## src/rtl/mig7_app_arbiter.sv

```systemverilog
// Round-robin arbiter sharing one MIG7 user interface between NREQ single-beat requesters.
// A tag FIFO routes in-order read returns back to the requester that issued each read.
module mig7_app_arbiter #(
  parameter int NREQ     = 2,
  parameter int AW       = 28,
  parameter int DW       = 128,
  parameter int RD_DEPTH = 16
) (
  input  logic                   i_clk,
  input  logic                   i_rst_n,
  input  logic                   i_init_calib_complete,
  input  logic [NREQ-1:0]        i_req_valid,
  output logic [NREQ-1:0]        o_req_ready,
  input  logic [NREQ-1:0]        i_req_write,
  input  logic [NREQ*AW-1:0]     i_req_addr,
  input  logic [NREQ*DW-1:0]     i_req_wdata,
  input  logic [NREQ*(DW/8)-1:0] i_req_wmask,
  output logic [NREQ-1:0]        o_rsp_valid,
  output logic [DW-1:0]          o_rsp_data,
  output logic                   o_err_unexp_rd,
  output logic [AW-1:0]          o_app_addr,
  output logic [2:0]             o_app_cmd,
  output logic                   o_app_en,
  output logic [DW-1:0]          o_app_wdf_data,
  output logic [DW/8-1:0]        o_app_wdf_mask,
  output logic                   o_app_wdf_wren,
  output logic                   o_app_wdf_end,
  input  logic [DW-1:0]          i_app_rd_data,
  input  logic                   i_app_rd_data_valid,
  input  logic                   i_app_rd_data_end,
  input  logic                   i_app_rdy,
  input  logic                   i_app_wdf_rdy,
  output logic                   o_app_sr_req,
  output logic                   o_app_ref_req,
  output logic                   o_app_zq_req,
  input  logic                   i_app_sr_active,
  input  logic                   i_app_ref_ack,
  input  logic                   i_app_zq_ack
);

  localparam int PW = (NREQ > 1) ? $clog2(NREQ) : 1;
  localparam int TW = (RD_DEPTH > 1) ? $clog2(RD_DEPTH) : 1;
  localparam int CW = TW + 1;
  localparam int MW = DW / 8;

  typedef enum logic [0:0] {
    ST_IDLE  = 1'b0,
    ST_ISSUE = 1'b1
  } state_t;

  state_t            r_state;
  logic [PW-1:0]     r_ptr;
  logic [PW-1:0]     r_win;
  logic              r_app_en;
  logic              r_wdf_wren;
  logic [2:0]        r_app_cmd;
  logic [AW-1:0]     r_addr;
  logic [DW-1:0]     r_wdata;
  logic [MW-1:0]     r_wmask;

  logic [PW-1:0]     r_tag_mem [RD_DEPTH];
  logic [TW-1:0]     r_tag_wr;
  logic [TW-1:0]     r_tag_rd;
  logic [CW-1:0]     r_count;
  logic [NREQ-1:0]   r_rsp_valid;
  logic [DW-1:0]     r_rsp_data;
  logic              r_err;

  logic              w_fifo_full;
  logic              w_fifo_empty;
  logic [NREQ-1:0]   w_elig;
  logic [2*NREQ-1:0] w_dbl;
  logic [NREQ-1:0]   w_rot;
  logic [PW-1:0]     w_off;
  logic [PW:0]       w_sum;
  logic [PW-1:0]     w_win;
  logic [PW-1:0]     w_win_inc;
  logic              w_grant;
  logic              w_cmd_fin;
  logic              w_wdf_fin;
  logic              w_push;
  logic              w_pop;
  logic              w_unused_ok;

  assign w_fifo_full  = (r_count == CW'(RD_DEPTH));
  assign w_fifo_empty = (r_count == CW'(0));
  assign w_elig       = i_req_valid & (i_req_write | {NREQ{~w_fifo_full}});
  assign w_dbl        = {w_elig, w_elig} >> r_ptr;
  assign w_rot        = w_dbl[NREQ-1:0];

  // Find the first eligible requester at or after the round-robin pointer.
  always_comb begin
    w_off = '0;
    for (int i = NREQ - 1; i >= 0; i--) begin
      w_off = w_rot[i] ? PW'(i) : w_off;
    end
    w_sum     = {1'b0, r_ptr} + {1'b0, w_off};
    w_win     = (w_sum >= (PW+1)'(NREQ)) ? PW'(w_sum - (PW+1)'(NREQ)) : PW'(w_sum);
    w_win_inc = (w_win == PW'(NREQ - 1)) ? '0 : w_win + PW'(1);
  end

  assign w_grant     = (r_state == ST_IDLE) & i_init_calib_complete & (|w_rot);
  assign o_req_ready = w_grant ? (NREQ'(1) << w_win) : '0;

  // Each half of the transaction is finished once its strobe is already low or handshakes now.
  assign w_cmd_fin = ~r_app_en | i_app_rdy;
  assign w_wdf_fin = ~r_wdf_wren | i_app_wdf_rdy;
  assign w_push    = (r_state == ST_ISSUE) & r_app_en & i_app_rdy & (r_app_cmd == 3'b001);
  assign w_pop     = i_app_rd_data_valid & ~w_fifo_empty;

  // Arbitration / issue FSM with registered MIG command and write-data strobes.
  always_ff @(posedge i_clk) begin
    if (!i_rst_n) begin
      r_state    <= ST_IDLE;
      r_ptr      <= '0;
      r_win      <= '0;
      r_app_en   <= 1'b0;
      r_wdf_wren <= 1'b0;
      r_app_cmd  <= 3'b000;
      r_addr     <= '0;
      r_wdata    <= '0;
      r_wmask    <= '0;
    end else begin
      case (r_state)
        ST_IDLE: begin
          if (w_grant) begin
            r_win      <= w_win;
            r_ptr      <= w_win_inc;
            r_addr     <= i_req_addr[w_win*AW +: AW];
            r_wdata    <= i_req_wdata[w_win*DW +: DW];
            r_wmask    <= i_req_wmask[w_win*MW +: MW];
            r_app_cmd  <= i_req_write[w_win] ? 3'b000 : 3'b001;
            r_app_en   <= 1'b1;
            r_wdf_wren <= i_req_write[w_win];
            r_state    <= ST_ISSUE;
          end
        end
        ST_ISSUE: begin
          if (r_app_en && i_app_rdy) begin
            r_app_en <= 1'b0;
          end
          if (r_wdf_wren && i_app_wdf_rdy) begin
            r_wdf_wren <= 1'b0;
          end
          if (w_cmd_fin && w_wdf_fin) begin
            r_state <= ST_IDLE;
          end
        end
        default: r_state <= ST_IDLE;
      endcase
    end
  end

  // Tag storage; stale entries are harmless because reset clears the pointers.
  always_ff @(posedge i_clk) begin
    if (w_push) begin
      r_tag_mem[r_tag_wr] <= r_win;
    end
  end

  // Tag FIFO pointers, occupancy and read-return routing.
  always_ff @(posedge i_clk) begin
    if (!i_rst_n) begin
      r_tag_wr    <= '0;
      r_tag_rd    <= '0;
      r_count     <= '0;
      r_rsp_valid <= '0;
      r_rsp_data  <= '0;
      r_err       <= 1'b0;
    end else begin
      if (w_push) begin
        r_tag_wr <= r_tag_wr + TW'(1);
      end
      if (w_pop) begin
        r_tag_rd <= r_tag_rd + TW'(1);
      end
      case ({w_push, w_pop})
        2'b10:   r_count <= r_count + CW'(1);
        2'b01:   r_count <= r_count - CW'(1);
        default: r_count <= r_count;
      endcase
      if (i_app_rd_data_valid) begin
        if (w_fifo_empty) begin
          r_err       <= 1'b1;
          r_rsp_valid <= '0;
        end else begin
          r_rsp_valid <= NREQ'(1) << r_tag_mem[r_tag_rd];
          r_rsp_data  <= i_app_rd_data;
        end
      end else begin
        r_rsp_valid <= '0;
      end
    end
  end

  assign o_app_en       = r_app_en;
  assign o_app_cmd      = r_app_cmd;
  assign o_app_addr     = r_addr;
  assign o_app_wdf_data = r_wdata;
  assign o_app_wdf_mask = r_wmask;
  assign o_app_wdf_wren = r_wdf_wren;
  assign o_app_wdf_end  = r_wdf_wren;
  assign o_rsp_valid    = r_rsp_valid;
  assign o_rsp_data     = r_rsp_data;
  assign o_err_unexp_rd = r_err;
  assign o_app_sr_req   = 1'b0;
  assign o_app_ref_req  = 1'b0;
  assign o_app_zq_req   = 1'b0;

  assign w_unused_ok = &{1'b0, i_app_rd_data_end, i_app_sr_active, i_app_ref_ack, i_app_zq_ack};

endmodule

```

## config.mk

```make
export PLATFORM = sky130hd
export DESIGN_NAME = mig7_app_arbiter
export DESIGN_NICKNAME = d
export VERILOG_FILES = /design/src/rtl/mig7_app_arbiter.sv
export SDC_FILE = /design/constraint.sdc
export NUM_CORES = 1
export LEC_CHECK = 0
export ABC_AREA = 0
export CORE_AREA = 2 2 314 316
export CTS_CLUSTER_SIZE = 12
export DETAILED_ROUTE_END_ITERATION = 8
export DIE_AREA = 0 0 316 318
export RECOVER_POWER = 50
export SLEW_MARGIN = 10
export SYNTH_ARGS = -nofsm -noshare
export SYNTH_HDL_FRONTEND = slang
export SYNTH_SLANG_ARGS = --single-unit
```

## constraint.sdc

```tcl
create_clock -name i_clk -period 3.2 [get_ports i_clk]
set_input_delay 0.32 -clock i_clk [delete_from_list [all_inputs] [get_ports i_clk]]
set_output_delay 0.32 -clock i_clk [all_outputs]
set_load 0.05 [all_outputs]
```

# [Word-level counts from Yosys, hierarchy flattened]
# Memories as Yosys holds them, arrays and structs flattened. A register that Yosys moved wholly into a read port is not among the register bits.
# Index checks and enable logic that the tools add are counted.
[totals] memories=1 wordCells=90 out_inout_bits=314 regBits=324 mem_bits_rw=16 input_bits=486
[op_classes] n_lt_le_gt_ge=2 shift=6 n_eq_ne=7 n_addsub=7 reduce_logical=12 n_mul=1 mux=22 n_bitwise=17
[mem_list] name="r_tag_mem" words=16 word_bits=1 read_ports=1 rd_clocked_by_memory_dff=1 write_ports=1 line_no="61" text="logic [PW-1:0] r_tag_mem [RD_DEPTH];"
[op_table] cell="$shiftx 256x9->128" n=1
[op_table] cell="$shiftx 56x7->28" n=1
[op_table] cell="$shiftx 32x6->16" n=1
[op_table] cell="$mux 1" n=15
[op_table] cell="$pmux 5 s2" n=1
[op_table] cell="$reduce_and 2->1" n=5
[op_table] cell="$add 4x1->4 const B" n=2
[op_table] cell="$mux 4" n=2
[op_table] cell="$not 1->1" n=7
[op_table] cell="$and 1x1->1" n=6
[op_table] cell="$pmux 1 s2" n=3
[op_table] cell="$add 5x1->5 const B" n=1
[op_table] cell="$eq 5x5->1 const B" n=1
[op_table] cell="$logic_not 5->1" n=1
[op_table] cell="$sub 5x1->5 const B" n=1
[op_table] cell="$mul 1x3->4 const B" n=1
[op_table] cell="$ne 2x1->1 const B" n=2
[op_table] cell="$shl 1x1->2 const A" n=2
[op_table] cell="$shr 4x1->2" n=1
[op_table] cell="$eq 3x1->1 const B" n=1
[op_table] cell="$logic_and 1x1->1" n=3
[op_table] cell="$reduce_or 3->1" n=1
[op_table] cell="$add 1x1->2" n=1
[op_table] cell="$and 2x2->2" n=1
[op_table] cell="other kinds (12)" n=13

# [Logic depth before layout (Yosys ltp)]
# Gate-level depths: netlist of the first run.
[logic_depth] ltp_word=14 depth_mapped=14 ltp_nobuf=10

# [Worst setup path after synthesis of the first run]
# OpenSTA, ideal clock, no wires.
[synth_path] path_type="register to register" start="register r_count[1]" end="register r_count[4]" required_ns=3.128 path_buffers=4 stages_incl_launch_ff=15 synth_period_minus_slack_ns=3.246 setup_slack_ns=-0.046 arrival_ns=3.174 setup_ns=0.072 path_cell_list="dfxtp_1 buf_2 or4_1 buf_2 o21ai_1 inv_2 clkbuf_1 ha_1 clkbuf_1 xor2_1 ha_1 a31o_2 a31oi_1 mux2i_1 mux2i_1"
[synth_via] elab_chain_cells=5 word_cells_on_any_way=9 classes_between="add/sub: 2; eq/ne: 2; mux: 1; bitwise: 2; reduce/logical: 2"
[synth_rtl] element="start, declared" line_no="64" text="logic [CW-1:0] r_count;"
[synth_rtl] element="start signal, assigned" line_no="178" text="2'b10: r_count <= r_count + CW'(1);"
[synth_rtl] element="start signal, assigned" line_no="179" text="2'b01: r_count <= r_count - CW'(1);"
[synth_rtl] element="start signal, assigned" line_no="180" text="default: r_count <= r_count;"
[synth_rtl] element="$logic_not 5->1 (*)" line_no="86" text="assign w_fifo_empty = (r_count == CW'(0));"
[synth_rtl] element="$not 1->1 (no source line) (*)"
[synth_rtl] element="$and 1x1->1 (*)" line_no="109" text="assign w_pop = i_app_rd_data_valid & ~w_fifo_empty;"
[synth_rtl] element="named net w_pop" line_no="82" text="logic w_pop;"
[synth_rtl] element="$eq 2x1->1 or $eq 2x2->1 (tied branches)" line_no="177" text="case ({w_push, w_pop})"
[synth_rtl] element="$pmux 5 s2 or $reduce_bool 2->1 (tied branches)"
# Mark *: on every way through the listed nets, which the timed path passes. The rest lies on a longest branch.
# A chain may end at the register's enable or synchronous reset.

# [Worst setup path in the final report of the first run]
[layout_path] start="register r_count[0]" end="output o_req_ready[0]"
[layout_via] elab_chain_cells=12 word_cells_on_any_way=15 classes_between="add/sub: 2; order compare: 1; eq/ne: 1; shift: 2; mux: 4; bitwise: 4; reduce/logical: 1"
[layout_rtl] element="$eq 5x5->1 (*)" line_no="85" text="assign w_fifo_full = (r_count == CW'(RD_DEPTH));"
[layout_rtl] element="$not 1->1 (*)" line_no="87" text="assign w_elig = i_req_valid & (i_req_write | {NREQ{~w_fifo_full}});"
[layout_rtl] element="$or 2x2->2 (*)" line_no="87"
[layout_rtl] element="$and 2x2->2 (*)" line_no="87"
[layout_rtl] element="$shr 4x1->2 (*)" line_no="88" text="assign w_dbl = {w_elig, w_elig} >> r_ptr;"
[layout_rtl] element="$mux 1 (2 in a row)" line_no="95" text="w_off = w_rot[i] ? PW'(i) : w_off;"
[layout_rtl] element="$add 1x1->2" line_no="97" text="w_sum = {1'b0, r_ptr} + {1'b0, w_off};"
[layout_rtl] element="$ge 2x2->1 or $sub 1x1->1 (tied branches)" line_no="98" text="w_win = (w_sum >= (PW+1)'(NREQ)) ? PW'(w_sum - (PW+1)'(NREQ)) : PW'(w_sum);"
[layout_rtl] element="$mux 1" line_no="98"
[layout_rtl] element="$shl 1x1->2" line_no="103" text="assign o_req_ready = w_grant ? (NREQ'(1) << w_win) : '0;"
[layout_rtl] element="$mux 2 (*)" line_no="103"
[layout_rtl] element="end, declared" line_no="13" text="output logic [NREQ-1:0] o_req_ready,"
# Mark *: on every way between the ends. The rest lies on a longest branch, timed or not.

==> impl_metrics.py, run 1 <==
metrics = {
    "sta": {
        "tns_ns": 0,
        "max_slew_margin_pct": -9.04,
        "fmax_mhz": 326,
        "rsz0062_at_grt": "no",
        "setup_viol": 0,
        "layout_min_cycle_time_ns": 3.07,
        "period_share_pct": 95.9,
        "skew_ns": 0.0136,
        "hold_violations": 0,
        "maxSlewViolCount": 131,
        "tightestPinTransition_ns": 1.64,
        "hold-worst-slack_ns": 0.170,
    },
    "power": {
        "p_sw_share_pct": 31.1,
        "power.internal_mw": 8.31,
        "p_clk_share_pct": 38.1,
        "p_comb_share_pct": 23.5,
        "powerDensity_nw_per_um2": 498,
        "vdd_ir_drop_max_v": 0.000276,
        "p_leak_nw": 9.12,
        "switchingPower_mw": 3.75,
        "p_seq_share_pct": 38.5,
    },
    "synthesis": {
        "seq_area_frac_synth_pct": 51.9,
        "synth.top_cell.area_share_pct": 48.3,
        "syn_area_um2": 13500,
        "syn_area_per_cell_um2": 7.89,
        "syn_inst": 1711,
        "synth.largest_area_cell": "dfxtp_1",
        "yosys-top-cells-area": "dfxtp_1 48%, nand2_1 17%, a31oi_1 8.1%",
        "yosysWarnings": 0,
        "synth_cell_types": 46,
        "ys_ff_latch": 342,
    },
    "die": {
        "fp.dieH_um": 318,
        "die_w_um": 316,
        "io_pins": 800,
        "row_count": 115,
        "core-area_um2": 97400,
        "start_util_pct": 13.9,
        "die_area_um2": 100000,
    },
    "cells_and_area": {
        "final_cells": 3765,
        "finalCoreUtilization_pct": 24.8,
        "design_area_um2": 24200,
        "nets": 2940,
        "drive_gt1_share_pct": 5.17,
        "syn_to_final_growth_pct": 79.3,
        "antenna_cells": 0,
    },
    "clock_network": {
        "cts_hold_buf": 0,
        "clkLatencyLatePin_ns": 0.58,
        "cts_tree": "yes",
        "clock-root-buffer": "clkbuf_16",
        "cts.clk_slew.worst_paths_ns": 0.06,
        "htree_levels": 2,
        "cts-buffers-inserted": 40,
        "clockBufferDepth": 3,
        "clock_sinks": 342,
    },
    "critical_path": {
        "critical_path_class": "register to primary output",
        "crit_arrival_ns": 2.75,
        "crit_family": "simple AND/OR/NAND/NOR gates",
        "cp-end-kind": "primary output",
        "critPathBufInv": 2,
        "crit_path_max_incr_delay_ns": 0.57,
        "required_ns": 2.88,
        "path_cells": "or4_4 > buf_4 > or3_4 > a221o_4 > nor2_4 > buf_12",
        "cp-start-kind": "register",
        "worstPathMaxFanout": 5,
        "cp_slowest_cell": "or4_4",
    },
    "routing": {
        "wire_per_inst_um": 19.0,
        "totalWireLength_um": 71600,
        "vias": 14600,
        "detail-route-antenna-nets": 0,
        "vias_per_cell": 3.88,
        "drc_errors": 0,
        "first_iter_violations": 783,
        "firstDrtPassIters": 7,
    },
    "status": {
        "status": "finished with violations",
        "violations": "capacitance limit, slew limit",
    },
    "global_route": {
        "antenna_found_initial": 2,
        "grt_usage_pct": 13.6,
        "first_global_vias": 13900,
        "grt_first_pass_wirelength_um": 98900,
        "grt_max_degree": 136,
        "grt-ovfl-total": 0,
    },
    "place": {
        "placed_area_um2": 22900,
        "place_inst": 3687,
        "port-buffer-count": 790,
        "gp_congestion": 0.864,
        "dp_hpwl_um": 57000,
    },
    "hold_path": {
        "hold_class": "input pin to register",
    },
    "run": {
        "drv_cap": 1,
    },
}
## cell type report
cell class	count	area, µm²
clock buffer	61	1170
clock inverter	13	124
fill	10600	73200
inverter	8	33.8
multi-input combinational	1211	5820
sequential	342	7010
tap	1287	1610
timing repair buffer	843	8430
## synthesized netlist by cell type (all sizes together)
cell type,number
a21o,2
a21oi,140
a221o,1
a221oi,2
a22oi,1
a31o,1
a31oi,175
and2,1
and3,1
and4,1
buf,36
clkbuf,118
clkinv,1
conb,1
dfxtp,326
edfxtp,16
ha,8
inv,7
maj3,1
mux2i,3
mux4,5
nand2,619
nand2b,6
nand3,2
nand3b,1
nand4,2
nor2,30
nor2b,1
nor3,5
nor4,1
o211a,1
o211ai,1
o21ai,178
o22ai,1
o31ai,3
or3,2
or4,1
xnor2,1
xor2,9
## metrics by stage
step | total power, mW | setup WS [ns]
floorplan | 6.08 | 0.0481
global placement | 7.63 | 0.358
detailed placement | 7.63 | 0.322
CTS | 12.3 | 0.000565
global route | 12.6 | 0.0356
finish | 12.1 | 0.133
## routing by layer
layer	track usage, %	wire length, µm
met1	15.4	28600
met2	22.3	32700
met3	6.93	8490
met4	3.97	1780
met5	0	24
## placed cells by master, fill, tap and decap left out, types with 2 or more instances in the layout
cell / synthesis / routed
mux2i_1: 3 / 3
o21ai_0: 177 / 177
buf_12: 0 / 14
inv_1: 6 / 6
clkbuf_8: 0 / 5
nand4_1: 2 / 2
nand2_1: 619 / 619
a21o_1: 2 / 2
nor3_1: 5 / 5
a31oi_1: 175 / 175
xor2_1: 9 / 9
dlygate4sd3_1: 0 / 192
nand2b_1: 6 / 6
buf_4: 14 / 38
bufinv_16: 0 / 2
dfxtp_1: 326 / 325
clkbuf_16: 0 / 42
edfxtp_1: 16 / 16
nand3_1: 2 / 2
nor2_1: 30 / 29
mux4_2: 5 / 5
a21oi_1: 140 / 139
conb_1: 1 / 5
clkinv_2: 0 / 5
clkdlybuf4s50_1: 0 / 589
ha_1: 8 / 8
clkinv_1: 1 / 4
clkbuf_1: 118 / 22
## sequential cells by signal, summed over array words and instances, names as in the netlist, named ones only
register        flops
r_tag_mem          16
o_rsp_data        128
o_app_wdf_mask     16
o_err_unexp_rd      1
r_state             1
r_tag_rd            4
r_count             5
o_app_en            1
r_tag_wr            4
o_app_cmd           1
o_rsp_valid         2
o_app_wdf_end       1
o_app_wdf_data    128
r_ptr               1
r_win               1
o_app_addr         28
## cells by family (layout without fill, tap and decap cells)
group | after synthesis | count (layout) | synth area share [%]
buffers and inverters | 162 | 925 | 5.59
adders and majority gates | 9 | 9 | 0.816
DFF | 342 | 342 | 51.9
other | 1 | 5 | 0.0278
xor gates and xnor gates | 10 | 10 | 0.649
muxes | 8 | 8 | 1.06
and+or+nand+nor | 673 | 673 | 19.1
AOI/OAI and AO/OA | 506 | 506 | 20.8
## timing repair
action	in CTS	in global routing
gates cloned	0	0
gates resized for setup	3	3
buffers inserted	0	4
pin swaps	1	2
setup endpoints to repair	2	2
## power by group through the flow
| stage | Combinational (mW) | Clock (mW) | Sequential (mW) |
|---|---|---|---|
| after detailed placement | 2.90 | 0 | 4.73 |
| after floorplan | 0.674 | 0 | 5.41 |
| after global routing | 3.02 | 4.93 | 4.66 |
| after global placement | 2.90 | 0 | 4.73 |
| after CTS | 2.91 | 4.76 | 4.64 |
| final | 2.83 | 4.59 | 4.64 |
## path summary, 6_finish.rpt
check            startpoint                  to  slack, ns  cells after the start
min                 i_rst_n        o_app_cmd[0]       0.17                      2
min reg2reg  o_rsp_data[66]      o_rsp_data[66]       0.45                      2
max reg2reg      r_count[0]  o_app_wdf_data[72]       0.30                      9
max              r_count[0]      o_req_ready[0]       0.13                      6
No activity file was read; power rests on OpenSTA's default activity.
==> run 2: changes to the inputs <==
--- a/config.mk
+++ b/config.mk
@@ -6,10 +6,11 @@
 export NUM_CORES = 1
 export LEC_CHECK = 0
 export ABC_AREA = 0
-export CORE_AREA = 2 2 314 316
+export CORE_AREA = 2 2 315 317
 export CTS_CLUSTER_SIZE = 12
 export DETAILED_ROUTE_END_ITERATION = 8
-export DIE_AREA = 0 0 316 318
+export DIE_AREA = 0 0 317 319
+export DONT_BUFFER_PORTS = 1
 export RECOVER_POWER = 50
 export SLEW_MARGIN = 10
 export SYNTH_ARGS = -nofsm -noshare
==> run 2 against run 1 <==
Compared with the run above: the flow still finishes with violations (capacitance limit, slew limit); sequential share of layout area is 4.1 points higher; flip-flop and latch count did not move; clock skew up 0.0025 ns; final cell count shrank 7.9%; non-clock buffer count decreased by 304; combinational power fell by 43%; global-route usage up 0.11 points; sequential power increased by 19%; largest cell class is now registers; largest power group unchanged.
==> impl_metrics.py, run 2 (synthesis results as in run 1) <==
metrics = {
    "cells_and_area": {
        "nets": 2636,
        "mostFrequentLayoutCells": "617 x nand2_1, 477 x dlygate4sd3_1, 326 x dfxtp_1",
        "layout_commonest_cell": "nand2_1",
        "syn_to_final_growth_pct": 57.1,
        "drive_gt1_share_pct": 5.77,
    },
    "clock_network": {
        "clock_sinks": 342,
        "cts-buffers-inserted": 38,
        "cts.clk_slew.worst_paths_ns": 0.06,
        "htree_levels": 2,
        "clock-root-buffer": "clkbuf_16",
        "clkLatencyLatePin_ns": 0.58,
        "clockBufferDepth": 3,
        "cts_tree": "yes",
    },
    "critical_path": {
        "crit_arrival_ns": 3.55,
        "required_ns": 3.67,
        "timing.rr.start": "r_count[0]",
        "worstPathMaxFanout": 59,
        "critical_path_class": "register to register",
        "cp-start-kind": "register",
        "cp-end-kind": "register",
        "startpoint": "r_count[0]",
        "reg2reg_setup_slack_ns": 0.11,
    },
    "power": {
        "p_leak_nw": 7.63,
        "powerDensity_nw_per_um2": 551,
        "power_mw": 11.7,
        "vdd_ir_drop_max_v": 0.000531,
    },
    "sta": {
        "layout_min_cycle_time_ns": 3.09,
        "skew_ns": 0.0162,
        "maxSlewViolCount": 1,
        "setup_viol": 0,
        "final.setup.worst_slack_ns": 0.111,
        "tns_ns": 0,
        "tightestPinTransition_ns": 1.51,
        "max_slew_margin_pct": -0.291,
        "hold_violations": 0,
        "rsz0062_at_grt": "no",
        "period_share_pct": 96.5,
        "fmax_mhz": 324,
    },
    "die": {
        "row_count": 115,
        "start_util_pct": 13.8,
        "core-area_um2": 97700,
        "fp.dieH_um": 319,
        "die_area_um2": 101000,
        "io_pins": 800,
        "die_w_um": 317,
    },
    "routing": {
        "firstDrtPassIters": 5,
        "detail-route-antenna-nets": 0,
        "totalWireLength_um": 76500,
        "vias_per_cell": 4.34,
        "vias": 15000,
        "drc_errors": 0,
        "wire_per_inst_um": 22.1,
        "first_iter_violations": 1264,
    },
    "global_route": {
        "grt-ovfl-total": 0,
        "first_global_vias": 14400,
        "grt_first_pass_wirelength_um": 100000,
        "grt_usage_pct": 13.7,
        "grt_max_degree": 131,
        "antenna_found_initial": 18,
    },
    "hold_path": {
        "hold_class": "input pin to register",
        "hold_start": "i_rst_n",
    },
    "place": {
        "dp_hpwl_um": 49300,
        "gp_congestion": 0.831,
        "pre_cts_slack_ns": 0.206,
        "port-buffer-count": 0,
    },
    "status": {
        "violations": "capacitance limit, slew limit",
        "status": "finished with violations",
    },
    "run": {
        "drv_cap": 1,
    },
}
run 2: cell types whose count changed in the layout (fill, tap and decap cells not counted), moves of 4 or more:
cell,previous run,this run
clkdlybuf4s50_1,589,0
diode_2,0,14
clkinv_1,4,0
clkinv_2,5,1
buf_12,14,9
buf_6,1,5
buf_4,38,31
dlygate4sd3_1,192,477
run 2: area by class of cell:
| cell class | instances | area [µm²] |
|---|---|---|
| Fill cell | 10400 | 76500 |
| Sequential cell | 342 | 7010 |
| Multi-Input combinational cell | 1213 | 5850 |
| Timing Repair Buffer | 539 | 5400 |
| Tap cell | 1287 | 1610 |
| Clock buffer | 56 | 1100 |
| Clock inverter | 9 | 170 |
| Inverter | 8 | 35.0 |
| Antenna cell | 14 | 35.0 |
run 2: path summary, 6_finish.rpt:
check,to,cells after the start
worst min register to register,r_state,2
worst max register to register,o_app_wdf_data[124],8
worst min-delay path,o_app_wdf_mask[3],3
worst max-delay path,o_app_wdf_data[124],8
run 2: where the power goes:
part,internal (mW),switching (mW)
sequential,4.50,1.01
combinational,0.717,0.902
clock,2.71,1.84
run 2: repair_timing:
item / in CTS / in global routing
hold buffers: 481 / 0
pin swaps: 2 / 6
endpoints found under the hold margin: 310 / 0
gates cloned: 1 / 3
endpoints found under the setup margin: 2 / 26
resized for setup: 3 / 11
buffers inserted: 4 / 5
run 2: through the flow:
step / area (µm²) / utilization (%) / instances / hold slack (ns)
finish: 21200 / 21.7 / 3468 / 0.110
global route: 21200 / 21.7 / 3463 / 0.0576
CTS: 21100 / 21.6 / 3446 / 0.0316
detailed placement: 14900 / 15.2 / 2895 / 0.462
global placement: 14900 / 15.2 / 2895 / 0.457
floorplan: 13500 / - / 1715 / 0.456
run 2: routing by layer:
metal | wire, µm | GRT usage, %
met1 | 28300 | 15.2
met4 | 4370 | 7.05
met5 | 28 | 0
met3 | 9820 | 5.59
met2 | 34000 | 22.5
run 2: critical path, cell delays in order (launching register included):
cell and delay (ns):
dfxtp_1 0.35, or4_4 0.60, or3_4 0.42, a221o_4 0.38, buf_6 0.17, buf_16 0.20, nand2_2 0.12, a31oi_1 0.09
dlygate4sd3_1 0.58
==> run 3: changes to the inputs <==
--- a/config.mk
+++ b/config.mk
@@ -11,7 +11,7 @@
 export DETAILED_ROUTE_END_ITERATION = 8
 export DIE_AREA = 0 0 317 319
 export DONT_BUFFER_PORTS = 1
-export RECOVER_POWER = 50
+export RECOVER_POWER = 100
 export SLEW_MARGIN = 10
 export SYNTH_ARGS = -nofsm -noshare
 export SYNTH_HDL_FRONTEND = slang
==> run 3 against run 2 <==
Compared with the run above: global-route usage unchanged; total power about the same; clock power about the same; critical path depth unchanged; routed wire length about the same; the run still ends with capacitance limit, slew limit left; sequential share of layout area up 0.11 points; via count down 0.55%; non-clock buffer count unchanged.
==> impl_metrics.py, run 3 (synthesis results as in run 1) <==
metrics = {
    "status": {
        "status": "finished with violations",
        "violations": "capacitance limit, slew limit",
    },
    "critical_path": {
        "timing.rr.start": "r_count[0]",
        "worstSetupEndpoint": "o_app_addr[12]",
        "startpoint": "r_count[0]",
        "cp-end-kind": "register",
        "cp-start-kind": "register",
        "required_ns": 3.73,
        "r2r_end": "o_app_addr[12]",
        "worstPathMaxFanout": 12,
        "crit_arrival_ns": 3.63,
        "reg2reg_setup_slack_ns": 0.1,
        "rr_worst_depth": 8,
        "critical_path_class": "register to register",
    },
    "global_route": {
        "grt_max_degree": 131,
        "first_global_vias": 14400,
        "antenna_found_initial": 18,
        "grt_first_pass_wirelength_um": 100000,
        "grt-ovfl-total": 0,
        "grt_usage_pct": 13.7,
    },
    "cells_and_area": {
        "layout_commonest_cell": "nand2_1",
        "final_cells": 3469,
        "drive_gt1_share_pct": 5.54,
        "syn_to_final_growth_pct": 56.6,
        "fillers": 10400,
        "nets": 2636,
        "design_area_um2": 21100,
        "mostFrequentLayoutCells": "617 x nand2_1, 477 x dlygate4sd3_1, 326 x dfxtp_1",
    },
    "clock_network": {
        "cts.clk_slew.worst_paths_ns": 0.06,
        "clkLatencyLatePin_ns": 0.57,
        "clock-root-buffer": "clkbuf_16",
        "cts-buffers-inserted": 38,
        "cts_tree": "yes",
        "clockBufferDepth": 3,
        "clock_sinks": 342,
        "htree_levels": 2,
    },
    "routing": {
        "drc_errors": 0,
        "met2WireLength_um": 33900,
        "detail-route-antenna-nets": 0,
        "top_layer": "met5",
        "totalWireLength_um": 76500,
        "vias_per_cell": 4.31,
        "wl_met1_um": 28100,
        "dr_wl_met3_um": 9990,
        "first_iter_violations": 1217,
        "firstDrtPassIters": 6,
        "vias": 15000,
        "wire_per_inst_um": 22.0,
    },
    "power": {
        "power_mw": 11.7,
        "powerDensity_nw_per_um2": 553,
        "vdd_ir_drop_max_v": 0.000536,
        "p_leak_nw": 7.59,
    },
    "die": {
        "row_count": 115,
        "die_w_um": 317,
        "core-area_um2": 97700,
        "start_util_pct": 13.8,
        "die_area_um2": 101000,
        "io_pins": 800,
        "fp.dieH_um": 319,
    },
    "sta": {
        "rsz0062_at_grt": "no",
        "maxSlewViolCount": 45,
        "skew_ns": 0.0158,
        "tightestPinTransition_ns": 1.59,
        "hold_violations": 0,
        "period_share_pct": 97.0,
        "setup_viol": 0,
        "layout_min_cycle_time_ns": 3.10,
        "max_slew_margin_pct": -5.65,
        "tns_ns": 0,
        "fmax_mhz": 322,
    },
    "place": {
        "port-buffer-count": 0,
        "dp_hpwl_um": 49300,
        "gp_congestion": 0.831,
        "place_inst": 2895,
        "placed_area_um2": 14900,
    },
    "run": {
        "drv_cap": 2,
    },
    "hold_path": {
        "hold_class": "input pin to register",
    },
}
==> run 3: how the worst min path moves through the flow <==
stage | endpoint | cells past startpoint | slack [ns] | start
5_1_grt | o_app_wdf_mask[5] | 3 | 0.06 | i_rst_n
2_1_floorplan | o_rsp_data[0] | 2 | 0.46 | i_app_rd_data[0]
6_report | o_app_wdf_data[110] | 3 | 0.11 | i_rst_n
3_3_place_gp | o_rsp_data[21] | 2 | 0.46 | i_app_rd_data[21]
3_5_place_dp | o_rsp_data[54] | 2 | 0.46 | i_app_rd_data[54]
4_1_cts | o_app_wdf_mask[0] | 3 | 0.03 | i_rst_n
==> run 3: routing by layer <==
layer | vias up | global-route usage [%]
met5 | - | 0
met4 | 4 | 7.05
met3 | 212 | 5.59
met2 | 1008 | 22.5
met1 | 7050 | 15.2
li1 | 6688 | -
==> run 3: where the power goes <==
part	switching (mW)	internal [mW]	total, mW	leakage [nW]
logic	0.900	0.702	1.60	4.15
registers	1.01	4.50	5.52	2.81
clock network	1.85	2.71	4.56	0.616
total	3.77	7.92	11.7	7.59
==> run 3: cell type report <==
type                    instances  area, µm²  share of cell area, %
repair buffers                539       5330                   25.2
inverters                       8       33.8                  0.160
clock inverters                 9        170                  0.805
clock buffers                  56       1100                   5.20
flip-flops and latches        342       7010                   33.1
multi-input cells            1213       5850                   27.7
well taps                    1287       1610                   7.62
diodes                         15       37.5                  0.178
==> run 3: critical path: stages (launching register included) <==
cell and delay, ns:
dfxtp_1 0.35, or4_4 0.60, or3_4 0.42, a221oi_4 0.34, buf_12 0.23, clkbuf_4 0.22, nand2_1 0.13, a31oi_1 0.18
dlygate4sd3_1 0.56
==> run 3: per-stage QoR <==
stage	hold slack, ns	setup slack, ns	utilization [%]
3_5_place_dp	0.462	0.206	15.2
6_report	0.110	0.0957	21.6
4_1_cts	0.0316	0.0195	21.6
2_1_floorplan	0.456	0.0481	-
5_1_grt	0.0576	0.00912	21.6
3_3_place_gp	0.457	0.261	15.2
==> run 3: repair_timing <==
item,in CTS,in global routing
gates resized for setup,3,11
hold buffers,481,0
hold endpoints to repair,310,0
setup buffers,4,5
gates cloned,1,3
pin swaps,2,6
setup endpoints to repair,2,26
==> patch 1, RTL diff (settings of run 1) <==
The parameter `DW` goes from 128 to 64.
--- a/src/rtl/mig7_app_arbiter.sv
+++ b/src/rtl/mig7_app_arbiter.sv
@@ -5,3 +5,3 @@
   parameter int AW       = 28,
-  parameter int DW       = 128,
+  parameter int DW       = 64,
   parameter int RD_DEPTH = 16
Interface: changed (6 resized); port bits go from 800 to 456. No check against the original RTL was run, so the function may have changed too.
==> patch 1 against run 1 <==
Sequential cell count fell by 136; setup slack improved by 280 ps; sequential power fell by 41%; total power fell by 41%; non-clock buffer count fell by 375; final area fell by 39%; global-route usage fell by 7.8 points; critical path depth fell by 2; clock skew rose by 15 ps; sequential share of layout area barely moved; area after synthesis fell by 41%; routed wire length fell by 56%.
==> patch 1: results (changes against run 1) <==
[clocking]
clk_pin_slew_ps = 80  ; +20 ps
cts-root-buf = clkbuf_16
postCtsHoldBufs = 0  ; unchanged
cts.path.max_buffers = 3  ; unchanged
numCtsBuffers = 28  ; -30%
htreeDepth = 1  ; -1
cts_resized = 0  ; -3
insertion_delay_ps = 590
cts_setup_buffers = 0  ; unchanged

[synthesis]
synth_edf_count = 16  ; unchanged
synthArstFlopShare_pct = 0  ; unchanged
synth_common_cells = 347 x nand2_1, 190 x dfxtp_1, 102 x a22oi_1, 73 x a21oi_1, 32 x nor2_1
ys.flop_type = dfxtp_1
yosysSeqAreaShare_pct = 54.22  ; +2.3 points
synth_cell_types = 46  ; unchanged
ys_warn_count = 0  ; unchanged
synth.area.top_cells = dfxtp_1 48%, nand2_1 16%, a22oi_1 9.7%, edfxtp_1 6.1%, a21oi_1 4.6%

[place]
portBuffers = 446  ; -44%
dp_hpwl_um = 22660  ; -60%
globalplace.congestion = 0.7765  ; -10%

[detailed_routing]
via_count = 7941  ; -46%
drtIter0Drc = 478  ; -39%
drt-pass1-iter-count = 5  ; -2
wl_um = 31190  ; -56%

[setup_path]
critPathArrivalTime_ps = 2470  ; -280 ps
cp_max_fo = 5  ; unchanged
max_stage_delay_ps = 670  ; +100 ps
critPathSlowestCell = or4_1

[grt]
grt_pass1_wl_um = 45860  ; -54%
grt_pass1_vias = 7751  ; -44%
antenna_found_initial = 4  ; +2
track_usage_pct = 5.872  ; -7.8 points
grt_max_degree = 80  ; -41%

[power]
peakVddDrop_v = 0.0003879  ; +41%
leakage_nw = 5.754  ; -37%

[timing]
skew_ps = 28.25  ; +14.62 ps
slew_viol_final = 0  ; -100%
worst_pin_slew_ps = 772.1  ; -863.6 ps

[finish]
nets = 1632  ; -44%
drive_gt1_share_pct = 5.994  ; +0.83 points

[hold_path]
hold_path.class = in2reg

[run_status]
outcome = finished clean

==> patch 1: cell count changes after synthesis, sizes merged, moves of 3 or more <==
cell and delta:
o31ai -3, buf +11, clkbuf -96, a31oi -170, nand2 -272, o21ai -175
a22oi +101, dfxtp -136, nor3 +4, a21oi -67
==> patch 1: cells by family after synthesis <==
kind of cell | count (synthesis) | synth area share [%]
multiplexers | 10 | 1.916
AO/OA/AOI/OAI | 192 | 16.06
XOR/XNOR | 8 | 0.8868
AND/OR/NAND/NOR | 409 | 20.55
buffers and inverters | 79 | 5.051
adder cells (fa/ha/maj) | 8 | 1.267
other | 1 | 0.04746
flip-flops | 206 | 54.22
==> patch 1: per-stage QoR <==
step | util [%] | setup WS [ps] | cell area [sq um] | hold slack, ps | instances
finish | 15.21 | 409.3 | 14820 | 261.3 | 2657
global route | 15.21 | 212.1 | 14820 | 222.5 | 2656
CTS | 15.22 | 428.3 | 14820 | 192.3 | 2655
detailed placement | 14.25 | 462.0 | 13880 | 445.5 | 2603
global placement | 14.25 | 428.9 | 13880 | 440.6 | 2603
floorplan | - | 197.7 | 7916 | 419.0 | 917
==> patch 1: worst paths after layout <==
check / start / to / slack (ps) / cells past startpoint
hold reg to reg: o_rsp_data[6] / o_rsp_data[6] / 450 / 2
setup / recovery: r_count[0] / o_req_ready[0] / 410 / 4
hold / removal: i_app_rd_data[20] / o_rsp_data[20] / 260 / 3
setup reg to reg: r_count[0] / r_count[4] / 420 / 11
==> patch 1: cell type report <==
class	instances	area, sq um
fill	10980	82590
timing repair buffer	468	4679
sequential	206	4284
multi-input combinational	632	3259
tap	1287	1610
clock buffer	39	795.8
clock inverter	13	146.4
inverter	10	37.54
antenna	2	5.005
==> patch 1: critical path: cells and delay by family, from the launching register on <==
| family | cells | cell delay [ps] |
|---|---|---|
| AND/OR/NAND/NOR | 2 | 890 |
| flip-flops | 1 | 370 |
| AO/OA/AOI/OAI | 1 | 350 |
| buffers and inverters | 1 | 250 |
==> patch 1: power breakdown <==
part	switching, W	internal [W]
logic	0.000644	0.000513
registers	0.0000581	0.00270
clock network	0.00134	0.00190
total	0.00204	0.00512
==> patch 1: metal layers <==
layer  wire length, um  vias up  GRT usage [%]
met3              3272       46          2.296
li1                  -     3951              -
met4               833        4          2.201
met1             13160     3648          7.126
met2             13910      292          9.292
met5                27        -              0
==> patch 2, RTL diff (settings of run 1) <==
Made on the original files. Put one more register stage on the output `o_err_unexp_rd`, with the module's reset. The value now appears one clock later. The other outputs are not delayed to match.
--- a/src/rtl/mig7_app_arbiter.sv
+++ b/src/rtl/mig7_app_arbiter.sv
@@ -204,3 +204,9 @@
   assign o_rsp_data     = r_rsp_data;
-  assign o_err_unexp_rd = r_err;
+  always_ff @(posedge i_clk) begin
+    if (!i_rst_n) begin
+      o_err_unexp_rd <= '0;
+    end else begin
+      o_err_unexp_rd <= r_err;
+    end
+  end
   assign o_app_sr_req   = 1'b0;
Check against the original RTL: not equivalent (Yosys sat finds a counterexample within 4 cycles, from zero or initial values and one cycle with i_rst_n low).
==> patch 2 against run 1 <==
The run still ends with max-capacitance violations, max-slew violations left; routed wire length shrank 2.5%; core utilization grew 0.12 points; sequential power is essentially flat; total power grew 3.6%; final area grew 0.47%; count of clock-buffer cells in the layout is the same; area after synthesis grew 0.19%; sequential cell count grew 1; final cell count is essentially flat; setup slack gained 16 ps; critical path type unchanged; critical endpoint unchanged.
==> patch 2: results (changes against run 1) <==
[grt]
track_usage_pct = 13.26  ; -0.36 points
grt_use_met1_pct = 15.36  ; -0.049 points
grtUsageMet2_pct = 21.11  ; -1.2 points
grt_pass1_vias = 14210  ; +2.1%
grt_pass1_wl_um = 97570  ; -1.4%
antenna_found_initial = 2  ; unchanged
met3_usage_pct = 5.804  ; -1.1 points
grt_max_degree = 141  ; +3.7%

[power]
peakVddDrop_v = 0.0003885  ; +41%
leakage_nw = 9.177  ; +0.59%

[hold_path]
whs_path_depth = 3  ; +1
holdCritStartpoint = i_app_rd_data[24]
min_to = o_rsp_data[24]

[detailed_routing]
wl_met3_um = 7636  ; -10%
drt-met1-wl_um = 28060  ; -1.9%
wl_met2_um = 31180  ; -4.5%
drt-pass1-iter-count = 4  ; -3
wl_um = 69810  ; -2.5%
routed_via_density = 3.924  ; +1.2%
drtIter0Drc = 946  ; +21%

[run_status]
outcome = complete, but fails checks
violations = max-capacitance violations, max-slew violations

[setup_path]
timing.rr.end = o_app_wdf_data[69]
critPathArrivalTime_ps = 2730  ; -20 ps
worstRegToRegCells = 8  ; -1
worstSetupEndpoint = o_req_ready[0]
critPathSlowestCell = or4_4

[place]
globalplace.congestion = 0.8471  ; -2.0%
portBuffers = 790  ; unchanged
dp_hpwl_um = 55120  ; -3.3%

[synthesis]
synth_edf_count = 16  ; unchanged
synth_common_cells = 619 x nand2_1, 327 x dfxtp_1, 177 x o21ai_0, 175 x a31oi_1, 140 x a21oi_1
synth_cell_types = 46  ; unchanged
synth.area.top_cells = dfxtp_1 48%, nand2_1 17%, a31oi_1 8.1%, o21ai_0 6.5%, a21oi_1 5.2%
muxShareOfSynthArea_pct = 1.055  ; -0.0021 points
yosysSeqAreaShare_pct = 51.95  ; about the same
synth_fa_ha_area_share_pct = 0.8141  ; -0.0016 points
ys_ff_latch = 343  ; +0.29%
ys_warn_count = 0  ; unchanged
synth_compound_area_share_pct = 20.79  ; -0.040 points
synth_xor_xnor_area_share_pct = 0.6475  ; -0.0013 points

[finish]
diodes = 1  ; +1
multiInputGateArea_sq_um = 5827  ; +0.13%
clock_area_share_pct = 6.078  ; +0.72 points
non_clock_buffer_count = 838  ; -0.59%
fillerInstances = 10580  ; +0.14%
multi_input_gates = 1212  ; +0.083%
seq_share_pct = 28.91  ; -0.052 points
buf_share_pct = 34.28  ; -0.56 points
drive_gt1_share_pct = 5.488  ; +0.32 points

[clocking]
clk_pin_slew_ps = 60  ; about the same
numCtsBuffers = 43  ; +7.5%
cts.path.max_buffers = 3  ; unchanged

[timing]
fin_hold_ws_ps = 285.7  ; +116.1 ps
skew_ps = 10.12  ; -3.518 ps
slew_viol_final = 82  ; -37%
max_slew_margin_pct = -15.00  ; -6.0 points

[run]
maxCapViolCount = 1  ; unchanged

==> patch 2: changes by cell type after synthesis, sizes merged <==
cell	before	now
dfxtp	326	327
and2	1	2
buf	36	35
clkbuf	118	119
==> patch 2: repair_timing <==
item / 4_1_cts / 5_1_grt
buffers inserted: 1 / 1
endpoints found under the setup margin: 2 / 1
hold endpoints to repair: 0 / 0
gates resized for setup: 7 / 1
pin swaps: 2 / 0
==> patch 2: through the flow <==
stage | cells | instance area [sq um] | total power [W] | setup slack (ps)
3_3_place_gp | 3686 | 22840 | 0.007576 | 323.0
3_5_place_dp | 3686 | 22840 | 0.007581 | 266.7
6_report | 3766 | 24310 | 0.01249 | 149.1
2_1_floorplan | 1717 | 13540 | 0.006092 | 48.14
4_1_cts | 3764 | 24350 | 0.01274 | 34.05
5_1_grt | 3765 | 24310 | 0.01302 | 19.99
==> patch 2: report_power, final <==
group	internal, W	switching (W)
Clock	0.00306	0.00199
Sequential	0.00452	0.000136
Combinational	0.00109	0.00169
Total	0.00867	0.00382
